===== src/rtl/mult_div_unit.sv =====
// -----------------------------------------------------------------------------
// mult_div_unit
//   Iterative multiply / divide unit that owns the architectural HI/LO pair.
//   Multiplies use a shift-add datapath that retires one multiplier bit per
//   cycle. Divides use a restoring datapath that retires one quotient bit per
//   cycle. MADD/MSUB fold the signed product into the current HI/LO value.
//   A start/busy/done handshake lets the hazard unit stall EX while an
//   operation is in flight.
//
// Ports
//   Clk     : system clock, rising edge
//   Reset   : synchronous, active-high reset
//   Start   : operation request, only looked at while Busy=0
//   Op      : 000 MULT, 001 MULTU, 010 DIV, 011 DIVU,
//             100 MADD, 101 MSUB, 110 MTHI, 111 MTLO
//   A       : operand A (rs, dividend)
//   B       : operand B (rt, divisor)
//   Busy    : multiply/divide in progress
//   Done    : one-cycle pulse, Hi/Lo were just updated
//   Hi, Lo  : architectural HI/LO registers
//   DivZero : last multiply/divide was a divide by zero
// -----------------------------------------------------------------------------
module mult_div_unit #(
  parameter int WIDTH = 32
) (
  input  logic             Clk,
  input  logic             Reset,
  input  logic             Start,
  input  logic [2:0]       Op,
  input  logic [WIDTH-1:0] A,
  input  logic [WIDTH-1:0] B,
  output logic             Busy,
  output logic             Done,
  output logic [WIDTH-1:0] Hi,
  output logic [WIDTH-1:0] Lo,
  output logic             DivZero
);

  localparam int CW = $clog2(WIDTH + 1);

  localparam logic [2:0] OP_MULT  = 3'b000;
  localparam logic [2:0] OP_MULTU = 3'b001;
  localparam logic [2:0] OP_DIV   = 3'b010;
  localparam logic [2:0] OP_DIVU  = 3'b011;
  localparam logic [2:0] OP_MADD  = 3'b100;
  localparam logic [2:0] OP_MSUB  = 3'b101;
  localparam logic [2:0] OP_MTHI  = 3'b110;
  localparam logic [2:0] OP_MTLO  = 3'b111;

  typedef enum logic [1:0] {
    S_IDLE = 2'b00,
    S_RUN  = 2'b01,
    S_FIX  = 2'b10
  } state_t;

  // Two's complement negate of a WIDTH-bit value.
  function automatic logic [WIDTH-1:0] neg_w(input logic [WIDTH-1:0] v);
    return (~v) + WIDTH'(1);
  endfunction

  // Two's complement negate of a 2*WIDTH-bit value.
  function automatic logic [2*WIDTH-1:0] neg_2w(input logic [2*WIDTH-1:0] v);
    return (~v) + (2*WIDTH)'(1);
  endfunction

  function automatic logic is_div(input logic [2:0] op);
    return (op == OP_DIV) || (op == OP_DIVU);
  endfunction

  function automatic logic is_move(input logic [2:0] op);
    return (op == OP_MTHI) || (op == OP_MTLO);
  endfunction

  function automatic logic is_signed(input logic [2:0] op);
    return (op == OP_MULT) || (op == OP_DIV) || (op == OP_MADD) || (op == OP_MSUB);
  endfunction

  state_t             state_r, state_s;
  logic [CW-1:0]      cnt_r;
  logic [2:0]         op_r;
  logic [WIDTH-1:0]   a_r;        // original dividend, returned in Hi on divide by zero
  logic [WIDTH-1:0]   opd_r;      // multiplicand magnitude or divisor magnitude
  logic [2*WIDTH-1:0] acc_r;      // mult: {partial, multiplier}; div: {remainder, quotient}
  logic               neg_p_r;    // product / quotient must be negated at FIX
  logic               neg_r_r;    // remainder must be negated at FIX
  logic               busy_r;
  logic               done_r;
  logic [WIDTH-1:0]   hi_r;
  logic [WIDTH-1:0]   lo_r;
  logic               divzero_r;

  logic               sign_a_s, sign_b_s;
  logic [WIDTH-1:0]   mag_a_s, mag_b_s;
  logic [WIDTH-1:0]   start_opd_s;
  logic [2*WIDTH-1:0] start_acc_s;
  logic [WIDTH:0]     mul_sum_s;
  logic [WIDTH:0]     div_shift_s;
  logic [WIDTH:0]     div_diff_s;
  logic [2*WIDTH-1:0] acc_step_s;
  logic [2*WIDTH-1:0] prod_s;
  logic [2*WIDTH-1:0] hilo_fix_s;
  logic               divzero_fix_s;

  // FSM state register.
  always_ff @(posedge Clk) begin
    if (Reset) begin
      state_r <= S_IDLE;
    end else begin
      state_r <= state_s;
    end
  end

  // FSM next-state logic.
  always_comb begin
    state_s = state_r;
    case (state_r)
      S_IDLE: begin
        if (Start && !is_move(Op)) begin
          state_s = S_RUN;
        end else begin
          state_s = S_IDLE;
        end
      end
      S_RUN: begin
        if (cnt_r == CW'(1)) begin
          state_s = S_FIX;
        end else begin
          state_s = S_RUN;
        end
      end
      S_FIX:   state_s = S_IDLE;
      default: state_s = S_IDLE;
    endcase
  end

  // Operand conditioning at the start edge: magnitudes and the datapath seed.
  always_comb begin
    sign_a_s = is_signed(Op) && A[WIDTH-1];
    sign_b_s = is_signed(Op) && B[WIDTH-1];
    mag_a_s  = sign_a_s ? neg_w(A) : A;
    mag_b_s  = sign_b_s ? neg_w(B) : B;
    if (is_div(Op)) begin
      start_opd_s = mag_b_s;
      start_acc_s = {{WIDTH{1'b0}}, mag_a_s};
    end else begin
      start_opd_s = mag_a_s;
      start_acc_s = {{WIDTH{1'b0}}, mag_b_s};
    end
  end

  // One shift-add or restoring-divide step.
  always_comb begin
    mul_sum_s   = {1'b0, acc_r[2*WIDTH-1:WIDTH]} +
                  (acc_r[0] ? {1'b0, opd_r} : {(WIDTH+1){1'b0}});
    div_shift_s = {acc_r[2*WIDTH-1:WIDTH], acc_r[WIDTH-1]};
    div_diff_s  = div_shift_s - {1'b0, opd_r};
    if (is_div(op_r)) begin
      // A set top bit on the difference means the trial subtraction went
      // negative, so the shifted remainder is restored and a 0 goes in.
      if (div_diff_s[WIDTH]) begin
        acc_step_s = {div_shift_s[WIDTH-1:0], acc_r[WIDTH-2:0], 1'b0};
      end else begin
        acc_step_s = {div_diff_s[WIDTH-1:0], acc_r[WIDTH-2:0], 1'b1};
      end
    end else begin
      acc_step_s = {mul_sum_s, acc_r[WIDTH-1:1]};
    end
  end

  // Sign correction and HI/LO result selection used at FIX.
  always_comb begin
    prod_s        = neg_p_r ? neg_2w(acc_r) : acc_r;
    divzero_fix_s = is_div(op_r) && (opd_r == {WIDTH{1'b0}});
    case (op_r)
      OP_MULT, OP_MULTU: hilo_fix_s = prod_s;
      OP_MADD:           hilo_fix_s = {hi_r, lo_r} + prod_s;
      OP_MSUB:           hilo_fix_s = {hi_r, lo_r} - prod_s;
      OP_DIV, OP_DIVU: begin
        if (divzero_fix_s) begin
          hilo_fix_s = {a_r, {WIDTH{1'b1}}};
        end else begin
          hilo_fix_s[2*WIDTH-1:WIDTH] = neg_r_r ? neg_w(acc_r[2*WIDTH-1:WIDTH])
                                                : acc_r[2*WIDTH-1:WIDTH];
          hilo_fix_s[WIDTH-1:0]       = neg_p_r ? neg_w(acc_r[WIDTH-1:0])
                                                : acc_r[WIDTH-1:0];
        end
      end
      default:           hilo_fix_s = {hi_r, lo_r};
    endcase
  end

  // Datapath, HI/LO and handshake registers.
  always_ff @(posedge Clk) begin
    if (Reset) begin
      cnt_r     <= {CW{1'b0}};
      op_r      <= 3'b000;
      a_r       <= {WIDTH{1'b0}};
      opd_r     <= {WIDTH{1'b0}};
      acc_r     <= {(2*WIDTH){1'b0}};
      neg_p_r   <= 1'b0;
      neg_r_r   <= 1'b0;
      busy_r    <= 1'b0;
      done_r    <= 1'b0;
      hi_r      <= {WIDTH{1'b0}};
      lo_r      <= {WIDTH{1'b0}};
      divzero_r <= 1'b0;
    end else begin
      done_r <= 1'b0;
      case (state_r)
        S_IDLE: begin
          if (Start) begin
            if (Op == OP_MTHI) begin
              hi_r   <= A;
              done_r <= 1'b1;
            end else if (Op == OP_MTLO) begin
              lo_r   <= A;
              done_r <= 1'b1;
            end else begin
              op_r    <= Op;
              a_r     <= A;
              opd_r   <= start_opd_s;
              acc_r   <= start_acc_s;
              neg_p_r <= sign_a_s ^ sign_b_s;
              neg_r_r <= sign_a_s;
              cnt_r   <= CW'(WIDTH);
              busy_r  <= 1'b1;
            end
          end
        end
        S_RUN: begin
          acc_r <= acc_step_s;
          cnt_r <= cnt_r - CW'(1);
        end
        S_FIX: begin
          hi_r      <= hilo_fix_s[2*WIDTH-1:WIDTH];
          lo_r      <= hilo_fix_s[WIDTH-1:0];
          divzero_r <= divzero_fix_s;
          done_r    <= 1'b1;
          busy_r    <= 1'b0;
        end
        default: begin
          busy_r <= 1'b0;
        end
      endcase
    end
  end

  assign Busy    = busy_r;
  assign Done    = done_r;
  assign Hi      = hi_r;
  assign Lo      = lo_r;
  assign DivZero = divzero_r;

endmodule


===== config.mk =====
export PLATFORM = sky130hd
export DESIGN_NAME = mult_div_unit
export DESIGN_NICKNAME = d
export VERILOG_FILES = /design/src/rtl/mult_div_unit.sv
export SDC_FILE = /design/constraint.sdc
export NUM_CORES = 1
export LEC_CHECK = 0
export CORE_ASPECT_RATIO = 0.75
export CORE_MARGIN = 4
export CORE_UTILIZATION = 35
export DETAILED_ROUTE_END_ITERATION = 7
export GPL_TIMING_DRIVEN = 0
export PLACE_DENSITY = 0.5
export SLEW_MARGIN = 20
export SYNTH_ARGS = -nofsm -noshare
export SYNTH_HDL_FRONTEND = slang
export SYNTH_SLANG_ARGS = --single-unit

===== constraint.sdc =====
create_clock -name Clk -period 12 [get_ports Clk]
set_clock_uncertainty 0.05 [all_clocks]
set_input_delay 2.4 -clock Clk [delete_from_list [all_inputs] [get_ports Clk]]
set_output_delay 2.4 -clock Clk [all_outputs]
set_load 0.01 [all_outputs]

==> summary.md, run 1 <==
| Metric | Value |
|---|---|
| # DRC | 0 |
| Commonest non-fill, non-tap cell in the layout | nand2_1 |
| Placed Area | 25900 um^2 |
| Reg2reg end | Hi[30]$_SDFFE_PP0P_ |
| Register area share after synthesis | 0.177 |
| Endpoints failing setup | 0 |
| # hold bufs at CTS | 0 |
| Peak supply drop | 0.101 mV |
| CTS Buffer Depth | 3 |
| Routed Antenna Nets | 0 |
| Synth cell types | 93 |
| Critical Path End Type | flop |
| Pwr Total | 2.85 mW |
| Cells on worst reg2reg path | 27 |
| Status | complete, no violations |
| Crit start category | flop |
| Hold Vio Cnt, Final | 0 |
| Nets | 3755 |
| Post-layout instance area | 26900 um^2 |
| Mapped Nets | 3598 |
| YS warnings | 0 |
| GP Congestion | 1.03 |
| EDFF count, synth | 0 |
| Synth async-reset ratio | 0 |
| Fillcell total | 7264 |
| Reg clk slew, reported paths | 60 ps |
| 1st-pass router iterations | 6 |
| Pleak | 10.5 nW |
| Via density | 6.14 |
| CTS Sinks | 208 |
| Setup bufs post-CTS | 0 |
| Wire per inst | 27.3 um |
| Core Footprint | 66700 um^2 |
| Clk_lat worst skew | 630 ps |
| GRT Overall Usage | 0.326 |
| Global-route wire length before repair | 173000 um |
| Final core utilization | 0.403 |
| IO Port Bufs | 127 |
| Syn avg cell area | 6.95 um^2 |
| Int Power | 1.62 mW |
| Critical Path End | Hi[30]$_SDFFE_PP0P_ |
| DIE HEIGHT | 233 um |
| Max Cap Viol | 0 |
| CP max FO | 11 |
| Depth of the CTS H-tree | 1 |
| Max-slew violations | 0 |
| GRT overflow | 0 |
| Combinational power share | 0.405 |
| Worst Hold Class | reg -> reg |
| Final wirelength | 122000 um |
| Die area | 71500 um^2 |
| Layout cells sized above 1 | 0.0314 |
| Initial Util | 0.353 |
| Post-Layout Cell Count | 4452 |
| Reg-to-Reg Start | acc_r[0]$_SDFFE_PP0P_ |
| R2R setup slack | 2540 ps |
| Flop pwr share | 0.276 |
| CP Data Arrival Time | 9830 ps |
| Area Overhead vs Synth | 14.3% |
| Psw | 1.23 mW |
| Vias in the first global route | 24859 |
| CTS Buf Count | 28 |
| Post-route setup TNS | 0 ps |
| Total power per unit cell area | 106 nW/um^2 |
| CTS tree | built |
| CTS root buffer | clkbuf_16 |
| Dpl hpwl | 98500 um |
| I/O pin cnt | 137 |
| Slew headroom | 0.168 |
| CTS resizes | 0 |
| Die width | 307 um |
| Placed cell count | 4397 |
| Largest net degree at the start of global routing | 15 |
| Mapped Area | 23500 um^2 |
| Critical path startpoint | acc_r[0]$_SDFFE_PP0P_ |
| Post-route clock period utilization | 0.789 |
| Req. time, crit path | 12360 ps |
| Worst Tran Pin Value | 1250 ps |
| Most frequent cells in the layout | 495 x nand2_1, 307 x a21oi_1, 300 x nor2_1 |
| FP Rows | 82 |
| CP Class | reg -> reg |
| Yosys reg bits | 208 |
| Switching Share | 0.431 |
| Detailed Route Iter0 Violations | 3548 |
| RSZ-0062 raised after global routing | false |
| Post-Syn Instances | 3388 |
| F_max | 106 MHz |
| Total number of vias | 27322 |
| Clock share of power | 0.319 |
| Ys flop type | dfxtp_1 |
| Fin crit period | 9460 ps |
| Initial antenna violation count | 4 |
## worst min path at each step
stage	slack, ps	depth (start not counted)	endpoint	startpoint
floorplan	380	2	opd_r[16]$_SDFFE_PP0P_	opd_r[16]$_SDFFE_PP0P_
global placement	390	2	opd_r[18]$_SDFFE_PP0P_	opd_r[18]$_SDFFE_PP0P_
detailed placement	400	2	a_r[15]$_SDFFE_PP0P_	a_r[15]$_SDFFE_PP0P_
CTS	400	2	a_r[15]$_SDFFE_PP0P_	a_r[15]$_SDFFE_PP0P_
global route	420	2	a_r[25]$_SDFFE_PP0P_	a_r[25]$_SDFFE_PP0P_
finish	410	2	a_r[15]$_SDFFE_PP0P_	a_r[15]$_SDFFE_PP0P_
## metrics by stage
| stage | worst slack [ps] | hold slack (ps) |
|---|---|---|
| detailed placement | 2980 | 395 |
| floorplan | 5440 | 382 |
| global placement | 2860 | 393 |
| global route | 2130 | 420 |
| CTS | 2900 | 404 |
| finish | 2540 | 406 |
## routing by layer
layer  GRT usage  vias to the layer above  wire [um]
met4      0.0742                        0       3130
li1            -                    12629          -
met2       0.468                     1384      48700
met1       0.484                    13144      56100
met3      0.0814                      165      13800
met5           0                        -          0
## layout make-up
type                       instances  area, um^2  share of cell area
antenna                            3        7.51            0.000279
buffer                           252         988              0.0368
clock buffer                      42         863              0.0321
sequential                       208        4160               0.155
multi-input combinational       2831       18000               0.671
clock inverter                    10        90.1             0.00335
tap                              882        1100              0.0410
timing repair buffer             127        1270              0.0473
inverter                          97         364              0.0135
## synth_stat cells (81+ instances only)
cell type / number / area share
clkbuf_1: 212 / 0.034
inv_1: 96 / 0.015
a21o_1: 81 / 0.026
ha_1: 137 / 0.073
xnor2_1: 145 / 0.054
nand2_1: 495 / 0.079
nand3_1: 82 / 0.017
nor3_1: 95 / 0.020
a21oi_1: 307 / 0.065
dfxtp_1: 208 / 0.18
xor2_1: 173 / 0.064
o21ai_0: 194 / 0.041
nor2_1: 300 / 0.048
## state kept, by name (all words and copies together), names as in the netlist
register and cells:
opd_r 32, DivZero 1, op_r 3, Busy 1
state_r 2, cnt_r 6, neg_r_r 1, neg_p_r 1
Done 1, Lo 32, acc_r 64, Hi 32
a_r 32
## cell families after synthesis
family / after synthesis / share of synthesized area
AND/OR/NAND/NOR: 1258 / 0.249
buffers and inverters: 349 / 0.0574
AO/OA/AOI/OAI: 1058 / 0.298
adder cells (fa/ha/maj): 140 / 0.0754
multiplexers: 56 / 0.0239
XOR/XNOR: 319 / 0.119
flip-flops: 208 / 0.177
## power groups by stage
stage	sequential, mW	clock [mW]	combinational (mW)
2_1_floorplan	0.781	0	0.729
3_3_place_gp	0.801	0	1.12
3_5_place_dp	0.800	0	1.11
4_1_cts	0.785	0.911	1.12
5_1_grt	0.792	0.934	1.23
6_report	0.788	0.909	1.15
## worst max-delay path, stage by stage, from the launching register on
cell and delay (ps):
dfxtp_1 340, clkbuf_1 400, inv_1 380, clkbuf_1 790
ha_1 400, or4b_1 440, buf_2 200, o41ai_1 390
xor2_1 450, nand3_1 240, nor4b_1 720, nand4_1 440
nor3_4 480, nand2_2 180, o21ai_2 250, xnor2_1 180
ha_1 330, and3_1 250, and2_1 180, a221oi_1 380
nor2_1 80, a2111oi_0 380, nor2_1 90, a21oi_1 310
o21ai_0 300, a21oi_1 290, mux2i_1 210, a311oi_1 100
Power figures use the tool's default switching activity.
==> run 2: changes to the inputs <==
- PLACE_DENSITY: 0.5 -> 0.51
- clock period: 12 -> 8.4 ns (I/O delays scaled with it)
==> run 2 against run 1 <==
- flip-flop and latch count unchanged
- largest cell class unchanged
- combinational power increased by 44%
- first-iteration DRC count decreased by 3.2%
- highest routed layer is now met5
- critical endpoint is now Hi[11]$_SDFFE_PP0P_
- via count increased by 0.72%
- cell count about the same
- non-clock buffer count increased by 1
- critical path depth decreased by 2
==> summary.md, run 2 (synthesized netlist as in run 1, its figures left out) <==
| Metric | Value |
|---|---|
| FP Rows | 82 |
| Worst Hold Class | reg -> reg |
| Nets | 3755 |
| Largest Register | acc_r |
| CTS root buffer | clkbuf_16 |
| Hold Vio Cnt, Final | 0 |
| Wire per inst | 27.4 um |
| Pwr Total | 3.98 mW |
| Initial antenna violation count | 9 |
| GP Congestion | 1.02 |
| GRT Overall Usage | 0.328 |
| RSZ-0062 raised after global routing | false |
| # DRC | 0 |
| Hold_ws | 406 ps |
| Depth of the CTS H-tree | 1 |
| Via density | 6.18 |
| Post-route setup TNS | 0 ps |
| CP Class | reg -> reg |
| Fin crit period | 7980 ps |
| Final core utilization | 0.402 |
| Detailed Route Iter0 Violations | 3433 |
| Reg clk slew, reported paths | 60 ps |
| Slowest library cell on the worst path | o211ai_1 |
| Largest net degree at the start of global routing | 15 |
| Slew headroom | 0.144 |
| Total number of vias | 27519 |
| Global-route wire length before repair | 174000 um |
| Die width | 307 um |
| Pleak | 10.4 nW |
| Cells on worst reg2reg path | 25 |
| Critical Path End Type | flop |
| Req. time, crit path | 8800 ps |
| Worst Tran Pin Value | 1280 ps |
| Layout cells sized above 1 | 0.0334 |
| GRT overflow | 0 |
| Max Cap Viol | 0 |
| Vias in the first global route | 24990 |
| Placed Area | 25900 um^2 |
| Commonest non-fill, non-tap cell in the layout | nand2_1 |
| Max stage delay on crit path | 480 ps |
| Core Footprint | 66700 um^2 |
| Total power per unit cell area | 148 nW/um^2 |
| Cell family with most CP delay | compound AO/OA/AOI/OAI gates |
| 1st-pass router iterations | 6 |
| CTS Sinks | 208 |
| CP Depth | 25 |
| CP Data Arrival Time | 8370 ps |
| DIE HEIGHT | 233 um |
| Clk_lat worst skew | 600 ps |
| Area Overhead vs Synth | 14.0% |
| Hold path depth | 2 |
| CTS tree | built |
| Max reg flops | 64 |
| CTS Buffer Depth | 3 |
| Post-route clock period utilization | 0.949 |
| Endpoints failing setup | 0 |
| Status | complete, no violations |
| Die area | 71500 um^2 |
| CP bufs+invs | 4 |
| Most frequent cells in the layout | 495 x nand2_1, 307 x a21oi_1, 300 x nor2_1 |
| Dpl hpwl | 98700 um |
| Initial Util | 0.353 |
| Post-layout instance area | 26800 um^2 |
| Routed Antenna Nets | 0 |
| Crit start category | flop |
| Final wirelength | 122000 um |
| IO Port Bufs | 127 |
| Peak supply drop | 0.141 mV |
| Max-slew violations | 0 |
| I/O pin cnt | 137 |
| F_max | 125 MHz |
| CP max FO | 9 |
| CTS Buf Count | 27 |
## run 2: cell types whose count changed in the layout (fill, tap and decap cells not counted), sizes merged
cell / delta
bufinv: -1
clkinv: -2
clkinvlp: +1
buf: +1
clkbuf: -2
diode: +2
## run 2: metrics by stage
stage                     cells  setup slack [ps]
after floorplan            3388              1840
after global placement     4397              -573
after detailed placement   4397              -554
after CTS                  4446               181
after global routing       4446              83.4
final                      4451               425
## run 2: worst min-delay path, stage by stage, from the launching register on
cell,delay (ps)
dfxtp_1,310
nand2_1,50
a21oi_1,50
## run 2: power breakdown
group	internal (mW)	switching, mW
registers	1.05	0.0757
clock network	0.658	0.537
logic	0.533	1.12
## run 2: worst paths after layout
check | from | end | slack (ps)
max | acc_r[0]$_SDFFE_PP0P_ | Hi[11]$_SDFFE_PP0P_ | 420
max reg2reg | acc_r[0]$_SDFFE_PP0P_ | Hi[11]$_SDFFE_PP0P_ | 420
min | a_r[23]$_SDFFE_PP0P_ | a_r[23]$_SDFFE_PP0P_ | 410
min reg2reg | a_r[23]$_SDFFE_PP0P_ | a_r[23]$_SDFFE_PP0P_ | 410
## run 2: metal layers
metal / part of all wire / up-vias / track usage
li1: - / 12635 / -
met1: 0.46 / 13194 / 0.484
met2: 0.40 / 1493 / 0.464
met3: 0.11 / 193 / 0.0895
met4: 0.029 / 4 / 0.0858
met5: 0.00017 / - / 0
## run 2: area by class of cell
class / count / area, um^2
antenna: 5 / 12.5
buffer: 251 / 993
clock buffer: 40 / 805
clock inverter: 8 / 47.5
fill: 7263 / 39900
inverter: 97 / 368
multi-input combinational: 2831 / 18100
sequential: 208 / 4160
tap: 882 / 1100
timing repair buffer: 129 / 1290
## run 2: repair_timing
action / in CTS / in global routing
buffers inserted: 2 / 0
resized for setup: 3 / 11
endpoints found under the setup margin: 26 / 18
hold buffers: 0 / 0
